## src/rtl/counter_ctrl.sv

```systemverilog
// counter_ctrl: start/stop/load controller for a downstream counter.
// A prescaler divides the clock into one-cycle enb pulses while running.
// A valid/ready load port produces a one-cycle load strobe with data_in.
// Optional feature: define COUNTER_CTRL_TICK_CNT_EN to add the 16-bit
// saturating tick_cnt output, which counts enb pulses.
module counter_ctrl #(
  parameter int WIDTH     = 4,
  parameter int DIV_WIDTH = 8
) (
  input  logic                 clk,
  input  logic                 asyn_rst,
  input  logic                 start,
  input  logic                 stop,
  input  logic [DIV_WIDTH-1:0] div_val,
  input  logic                 ld_valid,
  input  logic [WIDTH-1:0]     ld_data,
  output logic                 ld_ready,
  output logic                 enb,
  output logic                 load,
  output logic [WIDTH-1:0]     data_in,
`ifdef COUNTER_CTRL_TICK_CNT_EN
  output logic                 running,
  output logic [15:0]          tick_cnt
`else
  output logic                 running
`endif
);

  typedef enum logic [1:0] {
    IDLE = 2'd0,
    RUN  = 2'd1,
    LOAD = 2'd2
  } state_t;

  state_t               state;
  logic [DIV_WIDTH-1:0] presc;
  // Mode that LOAD returns to: 1 = RUN, 0 = IDLE.
  logic                 ret_run;

  logic handshake;
  logic start_req;
  logic match;

  // Request decoding: stop always dominates start; the handshake uses the
  // registered ld_ready, which is low only while in LOAD.
  always_comb begin
    handshake = ld_valid & ld_ready;
    start_req = start & ~stop;
    match     = (presc == div_val);
  end

  // Control FSM with registered outputs; a load handshake takes priority
  // over stop and over a prescaler match in the same cycle.
  always_ff @(posedge clk or posedge asyn_rst) begin
    if (asyn_rst) begin
      state    <= IDLE;
      presc    <= '0;
      ret_run  <= 1'b0;
      enb      <= 1'b0;
      load     <= 1'b0;
      data_in  <= '0;
      running  <= 1'b0;
      ld_ready <= 1'b0;
    end else begin
      enb      <= 1'b0;
      load     <= 1'b0;
      ld_ready <= 1'b1;
      case (state)
        IDLE: begin
          if (handshake) begin
            state    <= LOAD;
            load     <= 1'b1;
            data_in  <= ld_data;
            ret_run  <= 1'b0;
            running  <= 1'b0;
            ld_ready <= 1'b0;
          end else if (start_req) begin
            state   <= RUN;
            presc   <= '0;
            running <= 1'b1;
          end
        end
        RUN: begin
          if (handshake) begin
            // A concurrent stop is remembered so LOAD exits to IDLE.
            state    <= LOAD;
            load     <= 1'b1;
            data_in  <= ld_data;
            ret_run  <= ~stop;
            running  <= 1'b1;
            ld_ready <= 1'b0;
          end else if (stop) begin
            state   <= IDLE;
            running <= 1'b0;
          end else if (match) begin
            enb   <= 1'b1;
            presc <= '0;
          end else begin
            presc <= presc + DIV_WIDTH'(1);
          end
        end
        LOAD: begin
          presc <= '0;
          if (ret_run && !stop) begin
            state   <= RUN;
            running <= 1'b1;
          end else begin
            state   <= IDLE;
            running <= 1'b0;
          end
        end
        default: begin
          state   <= IDLE;
          running <= 1'b0;
        end
      endcase
    end
  end

`ifdef COUNTER_CTRL_TICK_CNT_EN
  // Count enb pulses, saturating at all-ones; only reset clears it.
  always_ff @(posedge clk or posedge asyn_rst) begin
    if (asyn_rst) begin
      tick_cnt <= '0;
    end else if (enb && (tick_cnt != '1)) begin
      tick_cnt <= tick_cnt + 16'd1;
    end
  end
`endif

endmodule

```

## config.mk

```make
export PLATFORM = sky130hd
export DESIGN_NAME = counter_ctrl
export DESIGN_NICKNAME = d
export VERILOG_FILES = /design/src/rtl/counter_ctrl.sv
export SDC_FILE = /design/constraint.sdc
export NUM_CORES = 1
export LEC_CHECK = 0
export ABC_AREA = 1
export CAP_MARGIN = 20
export CORE_MARGIN = 3
export CORE_UTILIZATION = 35
export DETAILED_ROUTE_END_ITERATION = 16
export GPL_TIMING_DRIVEN = 0
export SLEW_MARGIN = 15
export SYNTH_ARGS = -nofsm -noshare
export SYNTH_HDL_FRONTEND = slang
export SYNTH_SLANG_ARGS = --single-unit
```

## constraint.sdc

```tcl
create_clock -name clk -period 1.39 [get_ports clk]
set_input_delay 0.278 -clock clk [delete_from_list [all_inputs] [get_ports clk]]
set_output_delay 0.278 -clock clk [all_outputs]
set_load 0.02 [all_outputs]
```

-- Yosys cells after proc, flatten, opt, wreduce, memory -nomap -nowiden
Cells that the tools add are included.
- eq/ne operators: 11
- reduce and logical (&&, ||, !) cells: 10
- bitwise logic cells: 3
- add/subtract/negate cells: 1
- muxes and demuxes: 29
- operators with widths (operator ; count):
    $mux 8 ; 5
    $pmux 8 s3 ; 1
    $mux 1 ; 16
    $ne 2x2->1 const B ; 6
    $add 8x1->8 const B ; 1
    $eq 8x8->1 ; 1
    $mux 2 ; 4
    $ne 3x3->1 const B ; 2
    $pmux 2 s3 ; 1
    $reduce_and 5->1 ; 1
    $reduce_and 2->1 ; 2
    $pmux 1 s3 ; 1
    $reduce_and 3->1 ; 1
    $reduce_bool 3->1 ; 1
    $and 1x1->1 ; 2
    $eq 2x1->1 const B ; 1
    $eq 2x2->1 const B ; 1
    $logic_not 2->1 ; 1
    $pmux 1 s2 ; 1
    $reduce_bool 2->1 ; 1
    $reduce_or 2->1 ; 1
    $logic_and 1x1->1 ; 1
    $logic_not 1->1 ; 1
    $not 1->1 ; 1
- bits in registers: 19
- input port bits: 17
- logic and storage cells: 62

-- Longest topological paths before layout
Gate-level depths: netlist of run 1.
- depth in word-level cells: 5
- depth in mapped cells: 9
- depth with buffers taken out: 8

-- Least setup slack after synthesis of run 1
OpenSTA, ideal clock, no wires.
- path type: register to register
- from: register ld_ready
- to: register presc[3]
- cell stages (with the launch flop): 9
- period minus slack after synthesis: 1.235 ns
- slack: 0.155 ns
- arrival time: 1.112 ns
- data required time: 1.268 ns
- cells stage by stage: dfrtp_1 -> nand2_1 -> inv_1 -> nand2_4 -> nand3_4 -> inv_2 -> nand2_1 -> nand2_1 -> a21oi_1
- longest elaborated chain between the ends: 3
- elaborated cells between the ends (all ways): 4
- RTL lines (item ; line ; text):
    start: declaration ; 17 ; output logic ld_ready,
    start signal: assignment ; 63 ; ld_ready <= 1'b0;
    start signal: assignment ; 67 ; ld_ready <= 1'b1;
    start signal: assignment ; 76 ; ld_ready <= 1'b0;
    $and 1x1->1 (*) ; 47 ; handshake = ld_valid & ld_ready;
    $ne 2x2->1 (no source line) ; - ;
    $reduce_and 5->1 (no source line) (*) ; - ;
    end signal: assignment ; 99 ; presc <= presc + DIV_WIDTH'(1);
    end: declaration ; 36 ; logic [DIV_WIDTH-1:0] presc;
Every way passes the cells marked *; elsewhere a longest branch is shown, timed or not.
A chain may end at the register's enable or synchronous reset.

-- Worst setup path after layout of run 1
- from: register data_in[1]
- to: output port data_in[1]
- RTL lines (item ; line ; text):
    start: declaration ; 20 ; output logic [WIDTH-1:0] data_in,
    start signal: assignment ; 73 ; data_in <= ld_data;
    start signal: assignment ; 88 ; data_in <= ld_data;
No word-level cell between the ends.

==> metrics.md, run 1 <==
| Metric | Value |
|---|---|
| Antenna violations before repair | `0` |
| Largest family of logic cells by synthesized area | `simple AND/OR/NAND/NOR gates` |
| Placed instance count | `199` |
| Pwr/cell area | `1040 mW/mm²` |
| Number of DRC markers in iteration 0 | `35` |
| Wire length on met2 | `1100 µm` |
| Detailed-route wire length per cell | `11.3 µm` |
| Combinational share of power | `31.4%` |
| Total power | `1420 µW` |
| HP Class | `in2async` |
| Die footprint | `0.00369 mm²` |
| CP Depth | `1` |
| Fill cells | `312` |
| Sequential share of power | `48.5%` |
| N_diodes | `0` |
| Wirelength, routed | `2290 µm` |
| Switching share of power | `36.1%` |
| Pint | `908 µW` |
| Post-layout minimum cycle time | `1.31 ns` |
| CTS Buffer Depth | `2` |
| GR Util All Layers | `14.0%` |
| Drt drc | `0` |
| Slew HR | `51.5%` |
| Largest cells by area after synthesis | `dfrtp_1 (45%), nand2_1 (20%), inv_1 (6.4%), nand4_1 (3.6%), nor2_1 (3.6%)` |
| Wire length on met3 | `141 µm` |
| Design area | `0.00137 mm²` |
| Post-DP HPWL | `1740 µm` |
| R2r startpoint | `presc[2]$_DFFE_PP0P_` |
| Max_cap viols | `0` |
| Leading area contributor after synthesis | `dfrtp_1` |
| WP data arrival | `1.03 ns` |
| Gpl congestion | `0.815` |
| Synth Instances | `144` |
| Clock Power Share | `20.1%` |
| Fin cells | `203` |
| H-tree depth | `1` |
| Max Clock Skew | `0.00420 ns` |
| Clk slew on worst S/H paths | `0.11 ns` |
| First-pass GRT wire length | `3820 µm` |
| Reg2Reg Setup Slack | `0.13 ns` |
| Leakage | `0.000699 µW` |
| Worst-skew pair later-pin latency | `0.30 ns` |
| Synth unique cells | `20` |
| Top delay family on crit path | `flip-flops` |
| Most frequent cells in the layout | `nand2_1 (57), inv_1 (17), dfrtp_1 (16), clkdlybuf4s50_1 (16), nor2_1 (10)` |
| Number of vias per cell | `4.86` |
| Max incr delay on CP | `0.40 ns` |
| Post-Synth XOR/XNOR Area | `4.18%` |
| PortBufs | `24` |
| Mapped cell area | `0.00105 mm²` |
| CTS tree | `done` |
| CP Buf/Inv Count | `1` |
| Peak supply drop | `577 µV` |
| Sequential share of the synthesized area | `45.3%` |
| Fmax | `0.763 GHz` |
| Number of synthesized register bits | `19` |
| R2r worst-path depth | `7` |
| CP Data Required Time | `1.11 ns` |
| Slew Limit Fails | `0` |
| Share of layout cells above drive strength 1 | `11.6%` |
| Syn Area/Cell | `7.28 µm²` |
| Core Area | `0.00281 mm²` |
| Synth top area share | `45.3%` |
| Complex-gate fraction of the synthesized area | `5.97%` |
| Final hold slack | `0.379 ns` |
| Chip width | `60.7 µm` |
| Setup crit end kind | `primary output` |
| Terminus of the critical flop-to-flop path | `presc[4]$_DFFE_PP0P_` |
| Std-Cell Rows | `19` |
| Worst Path Max Fanout | `2` |
| Setup CP Type | `reg2out` |
| Worst Tran Pin Value | `0.726 ns` |
| Cells along the critical path | `dlygate4sd2_1` |
| Root buffer cell | `clkbuf_4` |
| Net Count, Synth | `162` |
| Num Clock Sinks | `19` |
| Hold_buf cts | `0` |
| Vias in the first global route | `904` |
| Hold Vio Cnt, Final | `0` |
| Die Y | `60.7 µm` |
| Post-synthesis mux area share | `0%` |
| Post-Synth Adder-Cell Area | `1.19%` |
| Commonest non-fill, non-tap cell in the layout | `nand2_1` |
| Simple-Gate Fraction of Synth Area | `35.0%` |
| Area growth syn-to-layout | `30.2%` |
| Highest metal used | `met4` |
| First-pass DRT Iterations | `4` |
| Status | `complete, no violations` |
| Top-Level Pins | `25` |
| Post-layout nets | `191` |
| Largest net degree at the start of global routing | `20` |
| Final worst path period share | `94.3%` |
| Vias post-DR | `987` |
| Initial core utilization | `37.4%` |
| Final antenna-violating net count | `0` |
| Startpoint types | `flip-flop` |
| Setup violations, final | `0` |
| Total negative slack | `0 ns` |
| Num CTS Buffers | `3` |
| Synth warn | `0` |
| Met1 WL | `1010 µm` |
| CP max stage cell | `dfrtp_1` |
| Placement Cell Area | `0.00133 mm²` |
| Net Switching | `514 µW` |
| Remaining Overflow, GRT | `0` |
| RSZ-0062 raised after global routing | `true` |
[per-layer routing]
metal	track usage, %	up-vias
li1	-	506
met1	16.6	443
met2	24.6	33
met3	2.77	5
met4	5.57	0
met5	0	-
[cell families (layout without fill, tap and decap cells)]
family	Yosys count	in the layout
AND/OR/NAND/NOR	84	84
buffers and inverters	23	51
flip-flops	19	19
AO/OA/AOI/OAI	12	12
XOR/XNOR	5	5
adder cells (fa/ha/maj)	1	1
[worst max path at each step]
stage / start / endpoint / slack [ns]
after floorplan: ld_ready$_DFF_PP0_ / presc[3]$_DFFE_PP0P_ / 0.16
after global placement: ld_valid / presc[3]$_DFFE_PP0P_ / -0.20
after detailed placement: ld_valid / presc[3]$_DFFE_PP0P_ / -0.23
after CTS: state[1]$_DFFE_PP0P_ / running$_DFFE_PP0P_ / 0.03
after global routing: presc[2]$_DFFE_PP0P_ / presc[3]$_DFFE_PP0P_ / -0.002
final: data_in[1]$_DFFE_PP0P_ / data_in[1] / 0.08
[registers in the layout, summed over array words and instances (netlist names)]
name,cells
data_in,4
enb,1
ld_ready,1
load,1
presc,8
ret_run,1
running,1
state,2
[repair_timing]
item                       CTS  global route
buffers inserted             0             0
setup endpoints to repair    8            11
resized for setup            8             8
[final cells by class]
cell class,count,area (µm²),area share [%]
clock buffers,3,22.5,1.65
well taps,31,38.8,2.84
repair buffers,24,230,16.9
plain buffers,1,5.00,0.367
multi-input cells,102,499,36.6
clock inverters,1,5.00,0.367
flip-flops and latches,19,479,35.1
inverters,22,85.1,6.23
[Yosys cell counts (all sizes together)]
cell type,n
ha,1
nand4,6
o21ai,7
nor3,1
inv,22
xnor2,4
dfrtp,19
nor2,12
nand3,6
nand2,59
a21oi,4
xor2,1
o21bai,1
buf,1
[power groups by stage]
stage | clock (µW) | combinational [µW] | sequential (µW)
2_1_floorplan | 0 | 227 | 739
6_report | 285 | 447 | 690
4_1_cts | 298 | 443 | 685
5_1_grt | 318 | 500 | 704
3_3_place_gp | 0 | 460 | 694
3_5_place_dp | 0 | 470 | 697
[per-stage QoR]
step / utilization, % / setup WS (ns)
2_1_floorplan: - / 0.155
3_3_place_gp: 47.3 / -0.205
3_5_place_dp: 47.3 / -0.231
4_1_cts: 47.9 / 0.0333
5_1_grt: 48.7 / -0.00200
6_report: 48.7 / 0.0790
Note: power is estimated with default switching activity, not from simulation.
==> run 2, diff against run 1 <==
- CTS_CLUSTER_DIAMETER: not set -> 50
- clock period: 1.39 -> 1.3 ns (I/O delays scaled with it)
==> metrics.md, run 2 (same netlist as run 1, synthesis figures left out) <==
| Metric | Value |
|---|---|
| H-tree depth | `1` |
| First-pass DRT Iterations | `4` |
| WP data arrival | `1.46 ns` |
| Worst-skew pair later-pin latency | `0.30 ns` |
| Largest regs | `presc: 8 flops, data_in: 4 flops, state: 2 flops` |
| Post-DP HPWL | `1740 µm` |
| Clk slew on worst S/H paths | `0.11 ns` |
| Max Clock Skew | `0.00472 ns` |
| Pwr/cell area | `1090 mW/mm²` |
| Num Clock Sinks | `19` |
| Hold Vio Cnt, Final | `0` |
| Worst Tran Pin Value | `0.724 ns` |
| Root buffer cell | `clkbuf_4` |
| Most frequent cells in the layout | `nand2_1 (56), inv_1 (17), clkdlybuf4s50_1 (16)` |
| Number of DRC markers in iteration 0 | `33` |
| Max_cap viols | `0` |
| Largest net degree at the start of global routing | `20` |
| Die footprint | `0.00369 mm²` |
| Wirelength, routed | `2380 µm` |
| Placement Cell Area | `0.00133 mm²` |
| Num CTS Buffers | `3` |
| Total power | `1590 µW` |
| Top-Level Pins | `25` |
| Peak supply drop | `616 µV` |
| Die Y | `60.7 µm` |
| Remaining Overflow, GRT | `0` |
| Post-layout nets | `196` |
| Setup CP Type | `reg2reg` |
| PortBufs | `24` |
| Placed instance count | `199` |
| First-pass GRT wire length | `3860 µm` |
| Final worst path period share | `98.4%` |
| Antenna violations before repair | `0` |
| Gpl congestion | `0.815` |
| CP max stage cell | `dfrtp_2` |
| Post-layout minimum cycle time | `1.28 ns` |
| Std-Cell Rows | `19` |
| Max reg flops | `8` |
| Core Area | `0.00281 mm²` |
| Vias in the first global route | `912` |
| Number of vias per cell | `4.82` |
| Slew Limit Fails | `0` |
| Status | `complete, no violations` |
| HP Class | `in2async` |
| Slew HR | `51.7%` |
| Cells along the critical path | `nor2_4 > nand2_1 > a21oi_1 > o21ai_0` |
| Detailed-route wire length per cell | `11.4 µm` |
| GR Util All Layers | `14.1%` |
| N_diodes | `0` |
| CTS tree | `done` |
| Worst Path Max Fanout | `6` |
| Max incr delay on CP | `0.48 ns` |
| Total negative slack | `0 ns` |
| Fmax | `0.782 GHz` |
| Area growth syn-to-layout | `39.1%` |
| CP Data Required Time | `1.48 ns` |
| Setup violations, final | `0` |
| Drt drc | `0` |
| Fin cells | `208` |
| Share of layout cells above drive strength 1 | `21.5%` |
| Top reg by flops | `presc` |
| Startpoint types | `flip-flop` |
| Setup crit end kind | `flip-flop` |
| Final antenna-violating net count | `0` |
| Chip width | `60.7 µm` |
| RSZ-0062 raised after global routing | `true` |
| Design area | `0.00146 mm²` |
| Vias post-DR | `1003` |
| Leakage | `0.000728 µW` |
| Commonest non-fill, non-tap cell in the layout | `nand2_1` |
| CTS Buffer Depth | `2` |
| Initial core utilization | `37.4%` |
[run 2: cell count changes in the layout (fill, tap and decap cells not counted), sizes merged]
| cell | change |
|---|---|
| clkbuf | +3 |
| dlygate4sd2 | -6 |
| clkdlybuf4s15 | +3 |
| buf | +5 |
[run 2: path summary, 6_finish.rpt]
path,start,end,slack [ns],cells after the start
max,state[1]$_DFFE_PP0P_,running$_DFFE_PP0P_,0.02,4
min,asyn_rst,presc[6]$_DFFE_PP0P_,0.36,2
max reg2reg,state[1]$_DFFE_PP0P_,running$_DFFE_PP0P_,0.02,4
min reg2reg,data_in[3]$_DFFE_PP0P_,data_in[3]$_DFFE_PP0P_,0.50,2
max in group asynchronous,asyn_rst,state[1]$_DFFE_PP0P_,0.43,2
min in group clk,ld_data[1],data_in[1]$_DFFE_PP0P_,0.48,3
[run 2: metrics by stage]
| step | worst slack, ns | hold slack [ns] | util [%] |
|---|---|---|---|
| after floorplan | 0.0654 | 0.211 | - |
| after global placement | -0.277 | 0.465 | 47.3 |
| after detailed placement | -0.303 | 0.474 | 47.3 |
| after CTS | 0.000795 | 0.399 | 49.1 |
| after global routing | -0.0412 | 0.415 | 52.0 |
| final | 0.0213 | 0.362 | 52.0 |
[run 2: metal layers]
metal	routed length (µm)	global-route usage (%)	vias up	part of all wire [%]
met2	1180	24.9	26	50
met1	1040	16.8	455	44
met4	38	5.57	0	1.6
met5	0	0	-	0
li1	-	-	517	-
met3	115	2.77	5	4.8
[run 2: power by group]
| part | internal, µW | switching, µW |
|---|---|---|
| clock network | 115 | 188 |
| registers | 674 | 72.5 |
| logic | 225 | 313 |
| total | 1010 | 573 |
[run 2: timing repair]
item | 4_1_cts | 5_1_grt
setup endpoints to repair | 18 | 17
buffers inserted | 2 | 4
resized for setup | 12 | 28
pin swaps | 0 | 6
hold buffers | 0 | 0
cloned | 0 | 0
[run 2: cell type report]
class / count / area (µm²)
multi-input combinational: 102 / 554
timing repair buffer: 30 / 272
sequential: 19 / 482
inverter: 22 / 85.1
clock buffer: 3 / 22.5
fill: 303 / 1350
clock inverter: 1 / 5.00
tap: 31 / 38.8
[run 2: worst max-delay path, delay by kind of cell (launching register included)]
kind | cells | cell delay, ns
flip-flops | 1 | 0.48
AND/OR/NAND/NOR | 2 | 0.32
AO/OA/AOI/OAI | 2 | 0.36
